$ cat src/rtl/crc32_arbiter.sv
// crc32_arbiter
// Shares one CRC-32 datapath (IEEE 802.3, reflected, init/xorout 0xFFFFFFFF)
// between NREQ requesters.
//
// Each requester streams 32-bit words with a last flag. Messages are granted
// round-robin and hashed at one word per cycle. Each message yields one
// result, which is tagged with the owning requester's id.
//
// Ports:
//   clk        clock
//   rst_n      asynchronous active-low reset
//   req_valid  per-requester word valid            [NREQ]
//   req_data   requester i drives [32*i +: 32]      [32*NREQ]
//   req_last   word is the last of its message      [NREQ]
//   req_ready  word accepted when valid & ready     [NREQ]
//   res_valid  result available
//   res_ready  consumer accepts the result
//   res_crc    final CRC (after final XOR)          [32]
//   res_id     requester that owned the message     [IDW]
//   res_words  accepted word count, saturating      [16]
//   res_err    message aborted by owner stall timeout
module crc32_arbiter #(
  parameter int NREQ    = 4,
  parameter int TIMEOUT = 0,
  parameter int IDW     = $clog2(NREQ)
) (
  input  logic                 clk,
  input  logic                 rst_n,
  input  logic [NREQ-1:0]      req_valid,
  input  logic [32*NREQ-1:0]   req_data,
  input  logic [NREQ-1:0]      req_last,
  output logic [NREQ-1:0]      req_ready,
  output logic                 res_valid,
  input  logic                 res_ready,
  output logic [31:0]          res_crc,
  output logic [IDW-1:0]       res_id,
  output logic [15:0]          res_words,
  output logic                 res_err
);

  typedef enum logic [1:0] {
    IDLE   = 2'd0,
    BUSY   = 2'd1,
    RESULT = 2'd2
  } state_t;

  // One word through the reflected CRC-32. The word is XORed in whole,
  // because LSB-first processing of a little-endian word equals hashing
  // its 4 bytes in order.
  function automatic logic [31:0] crc_step(input logic [31:0] c, input logic [31:0] w);
    logic [31:0] x;
    x = c ^ w;
    for (int i = 0; i < 32; i++) begin
      if (x[0]) begin
        x = (x >> 1) ^ 32'hEDB8_8320;
      end else begin
        x = x >> 1;
      end
    end
    return x;
  endfunction

  // Pick the first valid at or after the pointer, wrapping. The loop runs
  // downward so that the smallest offset is written last and wins.
  function automatic logic [IDW-1:0] rr_pick(input logic [NREQ-1:0] v, input logic [IDW-1:0] p);
    logic [IDW-1:0] pick;
    int idx;
    pick = p;
    for (int i = NREQ - 1; i >= 0; i--) begin
      idx = (int'(p) + i) % NREQ;
      if (v[idx]) begin
        pick = IDW'(idx);
      end else begin
        pick = pick;
      end
    end
    return pick;
  endfunction

  state_t          state_r, state_s;
  logic [IDW-1:0]  owner_r, owner_s;
  logic [IDW-1:0]  ptr_r, ptr_s;
  logic [31:0]     crc_r, crc_s;
  logic [15:0]     words_r, words_s;
  logic            err_r, err_s;
  logic [31:0]     stall_r, stall_s;
  logic [31:0]     own_word_s;
  logic [IDW-1:0]  grant_s;

  assign own_word_s = req_data[{owner_r, 5'd0} +: 32];
  assign grant_s    = rr_pick(req_valid, ptr_r);

  // Next-state and datapath update for the grant / stream / result sequence.
  always_comb begin
    state_s = state_r;
    owner_s = owner_r;
    ptr_s   = ptr_r;
    crc_s   = crc_r;
    words_s = words_r;
    err_s   = err_r;
    stall_s = stall_r;
    case (state_r)
      IDLE: begin
        if (|req_valid) begin
          owner_s = grant_s;
          ptr_s   = (int'(grant_s) == NREQ - 1) ? '0 : grant_s + IDW'(1);
          stall_s = 32'd0;
          state_s = BUSY;
        end else begin
          state_s = IDLE;
        end
      end
      BUSY: begin
        if (req_valid[owner_r]) begin
          crc_s   = crc_step(crc_r, own_word_s);
          words_s = (words_r == 16'hFFFF) ? words_r : words_r + 16'd1;
          stall_s = 32'd0;
          if (req_last[owner_r]) begin
            state_s = RESULT;
          end else begin
            state_s = BUSY;
          end
        end else if (TIMEOUT > 0) begin
          // Owner idle: abort once the stall run reaches TIMEOUT cycles.
          if (stall_r + 32'd1 >= 32'(TIMEOUT)) begin
            err_s   = 1'b1;
            state_s = RESULT;
          end else begin
            stall_s = stall_r + 32'd1;
          end
        end else begin
          state_s = BUSY;
        end
      end
      RESULT: begin
        if (res_ready) begin
          crc_s   = 32'hFFFF_FFFF;
          words_s = 16'd0;
          err_s   = 1'b0;
          state_s = IDLE;
        end else begin
          state_s = RESULT;
        end
      end
      default: begin
        state_s = IDLE;
      end
    endcase
  end

  // State and datapath registers.
  always_ff @(posedge clk or negedge rst_n) begin
    if (!rst_n) begin
      state_r <= IDLE;
      owner_r <= '0;
      ptr_r   <= '0;
      crc_r   <= 32'hFFFF_FFFF;
      words_r <= 16'd0;
      err_r   <= 1'b0;
      stall_r <= 32'd0;
    end else begin
      state_r <= state_s;
      owner_r <= owner_s;
      ptr_r   <= ptr_s;
      crc_r   <= crc_s;
      words_r <= words_s;
      err_r   <= err_s;
      stall_r <= stall_s;
    end
  end

  // Registered outputs, decoded from the next state so they line up with it.
  always_ff @(posedge clk or negedge rst_n) begin
    if (!rst_n) begin
      req_ready <= '0;
      res_valid <= 1'b0;
      res_crc   <= 32'd0;
      res_id    <= '0;
      res_words <= 16'd0;
      res_err   <= 1'b0;
    end else begin
      req_ready <= (state_s == BUSY) ? ({{(NREQ-1){1'b0}}, 1'b1} << owner_s) : '0;
      res_valid <= (state_s == RESULT);
      res_crc   <= ~crc_s;
      res_id    <= owner_s;
      res_words <= words_s;
      res_err   <= err_s;
    end
  end

endmodule
$ cat config.mk
export PLATFORM = sky130hd
export DESIGN_NAME = crc32_arbiter
export DESIGN_NICKNAME = d
export VERILOG_FILES = /design/src/rtl/crc32_arbiter.sv
export SDC_FILE = /design/constraint.sdc
export NUM_CORES = 1
export LEC_CHECK = 0
export ABC_AREA = 1
export CORE_MARGIN = 2
export CORE_UTILIZATION = 55
export CTS_CLUSTER_DIAMETER = 80
export DETAILED_ROUTE_END_ITERATION = 7
export HOLD_SLACK_MARGIN = 0.03
export PLACE_DENSITY_LB_ADDON = 0.1
export SETUP_SLACK_MARGIN = 0.15
export SLEW_MARGIN = 40
export SYNTH_ARGS = -nofsm -noshare
export SYNTH_HDL_FRONTEND = slang
export SYNTH_SLANG_ARGS = --single-unit
$ cat constraint.sdc
create_clock -name clk -period 4.5 [get_ports clk]
set_clock_uncertainty 0.15 [all_clocks]
set_input_delay 0.9 -clock clk [delete_from_list [all_inputs] [get_ports clk]]
set_output_delay 0.9 -clock clk [all_outputs]
set_load 0.005 [all_outputs]
== Word level (Yosys, flattened, before mapping) ==
Cells that the tools add are included.
Widths: inputs -> output; s select.
Word-level totals
  input port bits: 139
  logic and storage cells: 203
  output and inout port bits: 56
  register bits: 91
Cells by class
  equal/unequal tests: 9
  shifts and indexed selects: 2
  reductions and logical operators: 8
  multiplexer cells: 129
  order comparisons: 5
  bitwise gates (word level): 37
  add/subtract/negate cells: 5
Operators with widths (number)
  $mux 32: 96
  $not 13->14: 32
  $shiftx 128x8->32: 1
  $pmux 32 s2: 1
  $mux 16: 3
  $not 32->32: 1
  $pmux 16 s2: 1
  $xor 32x32->32: 1
  $mux 2: 10
  $add 16x1->16 const B: 1
  $eq 16x16->1 const B: 1
  $bmux 1 s2: 6
  $lt 3x4->1 const B: 3
  $mux 1: 10
  $eq 2x1->1 const B: 3
  $lt 2x3->1 const B: 2
  $ne 2x2->1 const B: 3
  $pmux 2 s3: 1
  $reduce_or 2->1: 3
  $add 2x1->2 const B: 2
  $add 2x2->2 const B: 2
  $eq 2x2->1 const B: 2
  $mux 4: 1
  $reduce_and 4->1: 1
  other kinds (6): 8

== Logic depth before layout (Yosys ltp) ==
Gate-level depths: netlist of run 1.
  depth in word-level cells: 131
  depth in mapped cells: 35
  mapped depth without buffers: 32

== Least setup slack after synthesis of run 1 ==
OpenSTA, ideal clock, no wires.
  path type: input-to-reg
  from: in req_data[100]
  to: reg res_crc[20]
  data arrival time: 3163 ps
  path slack: 1059 ps
  cell stages on the path: 29
  setup time: 128 ps
  required time: 4222 ps
  buffers on the path: 1
  cells stage by stage: nand2_1 nand3_1 nand2_1 nand2_1 nand2_1 buf_4 nand2_1 nand2_1 nand2_1 nand2_4 nand2_1 nand2_2 nand2_1 nand2_2 nand2_1 nand2_4 nand2_2 nand2_2 nand2_2 nand2_4 nand2_2 nand2_2 nand2_4 nand2_4 nand2_1 nand3_1 nand3_1 nand2_1 o21ai_1
Between the ends
  word-level cells in the longest chain between the ends: 110
  elaborated cells on any way between the ends: 122
  those cells by class: shift: 1; mux: 96; bitwise: 25
RTL lines
  from (decl): RTL line 30  | input logic [32*NREQ-1:0] req_data,
  $shiftx 128x8->32 *: RTL line 90  | assign own_word_s = req_data[{owner_r, 5'd0} +: 32];
  $xor 32x32->32 *: RTL line 52  | x = c ^ w;
  $mux 32 *: RTL line 54  | if (x[0]) begin
  $mux 32 *: RTL line 114  | if (req_valid[owner_r]) begin
  $mux 32 *: RTL line 102  | case (state_r)
  $mux 32 *: RTL line 54
  $mux 32 *: RTL line 114
  $mux 32 *: RTL line 102
  [... 94 more ...]
  $mux 32 *: RTL line 54
  $mux 32 *: RTL line 114
  $mux 32 *: RTL line 102
  $not 13->14 (no line)
  $mux 32 *: RTL line 54
  $mux 32 *: RTL line 114
  $pmux 32 s2 *: RTL line 102
  $not 32->32 *: RTL line 184  | res_crc <= ~crc_s;
  to (signal assigned): RTL line 184
  to (decl): RTL line 35  | output logic [31:0] res_crc,
Mark *: on every way between the ends. The rest lies on a longest branch, timed or not. The select of a mux whose other input is x is not followed.
A chain may end at the register's enable or synchronous reset.

== Worst setup path after layout of run 1 ==
  from: in req_data[35]
  to: reg res_crc[1]
Between the ends
  word-level cells in the longest chain between the ends: 110
  elaborated cells on any way between the ends: 116
  those cells by class: shift: 1; mux: 96; bitwise: 19
RTL lines
  $shiftx 128x8->32 *: RTL line 90
  $xor 32x32->32 *: RTL line 52
  $mux 32 *: RTL line 54
  $mux 32 *: RTL line 114
  $mux 32 *: RTL line 102
  $mux 32 *: RTL line 54
  $mux 32 *: RTL line 114
  $mux 32 *: RTL line 102
  [... 95 more ...]
  $mux 32 *: RTL line 54
  $mux 32 *: RTL line 114
  $mux 32 *: RTL line 102
  $mux 32 *: RTL line 54
  $mux 32 *: RTL line 114
  $pmux 32 s2 *: RTL line 102
  named net crc_s[1]: RTL line 83  | logic [31:0] crc_r, crc_s;
  $not 32->32 *: RTL line 184
Mark *: on every way through the listed nets, which the timed path passes. The rest lies on a longest branch. The select of a mux whose other input is x is not followed.

==> flow_summary.ini, run 1 <==
[outcome]
status = finished clean

[worst_setup_path]
arrival_ns = 4.25
critPathCaptureType = flop
start_kind = input port
required_ns = 4.60
critical_path_class = in -> reg
cp-startpoint = req_data[35]
crit_fanout = 7
r2r-start = res_id[0]$_DFF_PN0_

[drt]
firstDrtPassIters = 6
drc = 0
ant_nets = 0
via_per_inst = 5.63
vias = 13400
finalWirelength_um = 41200
wl_per_cell_um = 17.4
drt-initial-drc-count = 1279

[synth]
seq_area_frac_synth = 0.209
syn_nets = 2023
synth_cells = 1879
synth.avg_cell_area_um2 = 5.90
syn-cell-area_um2 = 11100
synth_xor_area_frac = 0.0824
synth_top_family_by_area = simple AND/OR/NAND/NOR gates
yosys_warnings = 0
yosys.area_share.adder = 0.00564
synthMuxAreaShare = 0
synth_area_leader_cell = nand2_1
async_flop_share = 1.00
synth-simple-area-share = 0.528
ys_types = 52
yosysTopAreaCellShare = 0.284
synth_edf_count = 0
synth_compound_area_frac = 0.0942
synth_ff_type = dfrtp_1
synthTopCellsByArea = nand2_1, dfrtp_1, nand3_1
ys_ff_latch = 91

[floorplanning]
chipHeight_um = 146
die_width_um = 146
coreArea_um2 = 19700
placementRows = 51
initial_core_util = 0.564
io_pins = 195
dieArea_um2 = 21300

[placement]
routabilityCongestion = 1.02
dpl.hpwl_um = 32300
place_inst = 2350
placed_area_um2 = 13500
port_buffers = 193

[cells_and_area]
final.fill_count = 1761
layout-drive-gt1-share = 0.157
nets = 2243
final_cells = 2370
final_area_um2 = 14100
area_growth_pct = 26.7

[sta]
worst_slew_pin_slew_ns = 0.719
whs_ns = 0.351
setup_viol = 0
rsz0062_at_grt = true
fin_crit_sh = 0.923
min_period_ns = 4.15
drv_slew = 0
hold_viol_final = 0
relSlewSlack = 0.520
fin_setup_tns_ns = 0
fmax_ghz = 0.241

[clock_network]
clk_pin_slew_ns = 0.07
root_buffer = clkbuf_16
clk_path_buf_depth = 2
clock_latency_ns = 0.35
cts_sinks = 91
cts-buffers-inserted = 9
cts_tree = done
htreeDepth = 3

[global_routing]
grtUsageTotal = 0.375
grt_max_degree = 72
grt_pass1_vias = 12200
grt_first_pass_wirelength_um = 63300
grt_antenna_before_repair = 1
grt-ovfl-total = 0

[min_path]
min_path_type = reg -> reg
min_from = res_words[14]$_DFFE_PN0P_

[run]
max-cap-violations = 0
[final timing paths]
kind | endpoint | slack, ns | cells after the start
worst max-delay path | res_crc[1]$_DFF_PN0_ | 0.35 | 26
worst min register to register | res_words[14]$_DFFE_PN0P_ | 0.35 | 1
max in group asynchronous | crc_r[25]$_DFF_PN1_ | 2.97 | 2
worst max register to register | res_crc[1]$_DFF_PN0_ | 0.46 | 26
worst min-delay path | res_words[14]$_DFFE_PN0P_ | 0.35 | 1
min in group asynchronous | ptr_r[1]$_DFFE_PN0P_ | 0.41 | 1
[critical path, stage by stage]
cell and delay [ns]:
clkdlybuf4s50_1 0.39, nand2_1 0.07, nand3_1 0.14, nand2_1 0.13, nand2_1 0.05, nand2_1 0.11, buf_4 0.18, buf_4 0.15
nand3_1 0.09, nand2_1 0.07, nand2_1 0.08, nand2_4 0.13, nand2_1 0.07, nand2_2 0.15, nand2_2 0.11, nand2_4 0.13
nand2_4 0.07, nand2_4 0.08, nand2_1 0.08, nand2_4 0.13, nand2_1 0.08, nand2_1 0.18, xor2_1 0.31, o21ai_1 0.12
a22oi_2 0.16, inv_1 0.06
[cells in the final DEF (no fill, tap or decap), types with 3 or more instances in the layout]
master / instances
a22oi_2: 3
dfrtp_1: 58
ha_1: 5
a211oi_1: 3
or2_1: 3
nor2_1: 59
inv_4: 4
nand4_1: 6
nand3b_1: 6
o21ai_1: 18
nand2_4: 46
inv_6: 3
inv_1: 119
xor2_2: 3
o211ai_1: 5
o21ai_0: 36
nand2_1: 825
buf_12: 4
o21ai_2: 8
nand3_2: 30
clkbuf_16: 9
xor2_1: 76
dfstp_2: 32
inv_2: 19
a21oi_1: 101
nor3_1: 8
clkdlybuf4s50_1: 192
buf_4: 63
nand3_1: 220
xnor2_1: 19
nand2_2: 85
[layer usage]
metal  global-route usage  vias up  part of all wire
met5                    0        -                 0
met4                0.211        0             0.061
met2                0.609      670              0.45
met1                0.462     6109              0.39
li1                     -     6434                 -
met3               0.0843      139              0.10
[what timing repair did]
| item | 4_1_cts | 5_1_grt |
|---|---|---|
| endpoints found under the setup margin | 0 | 54 |
| setup buffers | 0 | 3 |
| hold buffers | 0 | 0 |
| gates resized for setup | 0 | 47 |
[cell type report]
class	count	area [um2]	share of cell area
diodes	1	2.50	0.000178
clock inverters	7	58.8	0.00418
flip-flops and latches	91	2320	0.165
multi-input cells	1593	8080	0.575
well taps	265	332	0.0236
inverters	144	556	0.0395
repair buffers	260	2490	0.177
clock buffers	9	225	0.0160
[cell usage after synthesis (22+ instances only)]
library cell and number:
nand2_1 838, nand3_1 228, inv_1 120, a21oi_1 101, nand2_2 95, xor2_1 76
dfrtp_1 59, nor2_1 59, o21ai_0 36, dfstp_2 32, clkbuf_1 23, nand2_4 23
nand3_2 22
[cells by family after synthesis]
logic type	Yosys count
AO/OA/AOI/OAI	187
XOR/XNOR	100
other	1
AND/OR/NAND/NOR	1300
flip-flops	91
buffers and inverters	195
adder cells (fa/ha/maj)	5
[per-stage QoR]
stage	worst slack, ns	util
floorplan	1.06	-
global placement	-0.0324	0.689
detailed placement	-0.0903	0.689
CTS	0.243	0.704
global route	0.141	0.715
finish	0.345	0.715
Power of run 1 is left out: the tool's default activity adds up to more than one toggle a clock period on the data nets, which glitch-free logic cannot reach.
==> run 2: changes to the inputs <==
--- a/config.mk
+++ b/config.mk
@@ -6,7 +6,6 @@
 export NUM_CORES = 1
 export LEC_CHECK = 0
 export ABC_AREA = 1
-export CORE_MARGIN = 2
 export CORE_UTILIZATION = 55
 export CTS_CLUSTER_DIAMETER = 80
 export DETAILED_ROUTE_END_ITERATION = 7
==> flow_summary.ini, run 2 (synthesis gave the netlist of run 1 again) <==
[global_routing]
grt-ovfl-total = 0
grt_max_degree = 71
use_met2 = 0.655
grt_pass1_vias = 12100
grt_busiest_layer = met2
grt_first_pass_wirelength_um = 62000
use_met3 = 0.0642
grtUsageTotal = 0.395
grt_antenna_before_repair = 0
use_met1 = 0.487

[floorplanning]
io_pins = 195
die_width_um = 144
chipHeight_um = 144
coreArea_um2 = 19600
dieArea_um2 = 20700
placementRows = 51
initial_core_util = 0.566

[worst_setup_path]
r2r-start = res_id[1]$_DFF_PN0_
start_kind = input port
critPathCaptureType = flop
crit_fanout = 10
critical_path_class = in -> reg
arrival_ns = 4.27
cp-startpoint = req_data[7]
required_ns = 4.60

[cells_and_area]
layout_common_cells = nand2_1, nand3_1, clkdlybuf4s50_1
layout-drive-gt1-share = 0.160
final_area_um2 = 14000
final_common_cell = nand2_1
area_growth_pct = 26.7
nets = 2239
final.fill_count = 1739
final_core_util = 0.717
antenna_cells = 0

[sta]
rsz0062_at_grt = true
whs_ns = 0.361
setup_viol = 0
fin_crit_sh = 0.928
hold_viol_final = 0
drv_slew = 0
setup_slack_ns = 0.325
fmax_ghz = 0.240
min_period_ns = 4.17
relSlewSlack = 0.427
worst_slew_pin_slew_ns = 0.858

[clock_network]
root_buffer = clkbuf_16
clk_pin_slew_ns = 0.07
clock_latency_ns = 0.36
htreeDepth = 3
cts_tree = done
cts-hold-fix-buffers = 0
cts-buffers-inserted = 9
clk_path_buf_depth = 2
cts_sinks = 91

[run]
max-cap-violations = 0

[outcome]
status = finished clean

[drt]
drc = 0
vias = 13300
wl_per_cell_um = 17.4
via_per_inst = 5.64
finalWirelength_um = 41200
drt-initial-drc-count = 1252
ant_nets = 0
firstDrtPassIters = 5

[placement]
dpl.hpwl_um = 32200
port_buffers = 193
place_ws_ns = -0.0664
routabilityCongestion = 0.976
placed_area_um2 = 13500

[min_path]
min_path_type = reg -> reg
min_from = res_words[14]$_DFFE_PN0P_
-- run 2: worst max-delay path, cell delays in order --
cell	delay [ns]
clkdlybuf4s50_1	0.47
nand2_1	0.08
nand3_2	0.15
nand2_1	0.09
nand2_1	0.08
nand2_2	0.11
nand2_2	0.13
nand2_4	0.10
nand2_2	0.10
nand3_1	0.14
nand2_4	0.17
buf_4	0.13
nand3_1	0.08
nand2_1	0.07
nand2_1	0.05
nand2_1	0.16
nand3_2	0.14
nand2_1	0.12
nand2_2	0.07
nand2_4	0.15
nand3_1	0.11
nand2_2	0.17
xor2_1	0.09
nand2_1	0.06
nand2_1	0.06
a21oi_2	0.21
inv_2	0.05
-- run 2: cell type report --
type                       instances  area, um2  share of cell area
clock inverter                     7       67.6             0.00481
clock buffer                       9        225              0.0160
tap                              265        332              0.0236
inverter                         144        553              0.0394
timing repair buffer             255       2440               0.174
multi-input combinational       1594       8110               0.577
sequential                        91       2320               0.165
-- run 2: path summary, 6_finish.rpt --
check | end | slack [ns] | cells after the start
worst max-delay path | res_crc[25]$_DFF_PN0_ | 0.33 | 27
worst min-delay path | res_words[14]$_DFFE_PN0P_ | 0.36 | 1
worst max register to register | res_crc[25]$_DFF_PN0_ | 0.40 | 28
worst min register to register | res_words[14]$_DFFE_PN0P_ | 0.36 | 1
max in group asynchronous | async pin | 2.78 | 2
min in group asynchronous | req_ready[2]$_DFF_PN0_ | 0.46 | 1
-- run 2: timing repair --
action	in CTS	in global routing
buffers inserted	0	2
gates resized for setup	0	55
endpoints found under the hold margin	0	0
endpoints found under the setup margin	0	60
-- run 2: metal layers --
metal  up-vias  wire length (um)
met5         -                 0
met4         0              2400
met3       142              3700
met2       701             19000
met1      6080             16100
li1       6404                 -
-- run 2: through the flow --
step	TNS (ns)	cells
finish	0	2365
global placement	-0.0148	2346
detailed placement	-0.523	2346
floorplan	0	1879
CTS	0	2362
global route	0	2365
Power of run 2 is left out for the same reason.
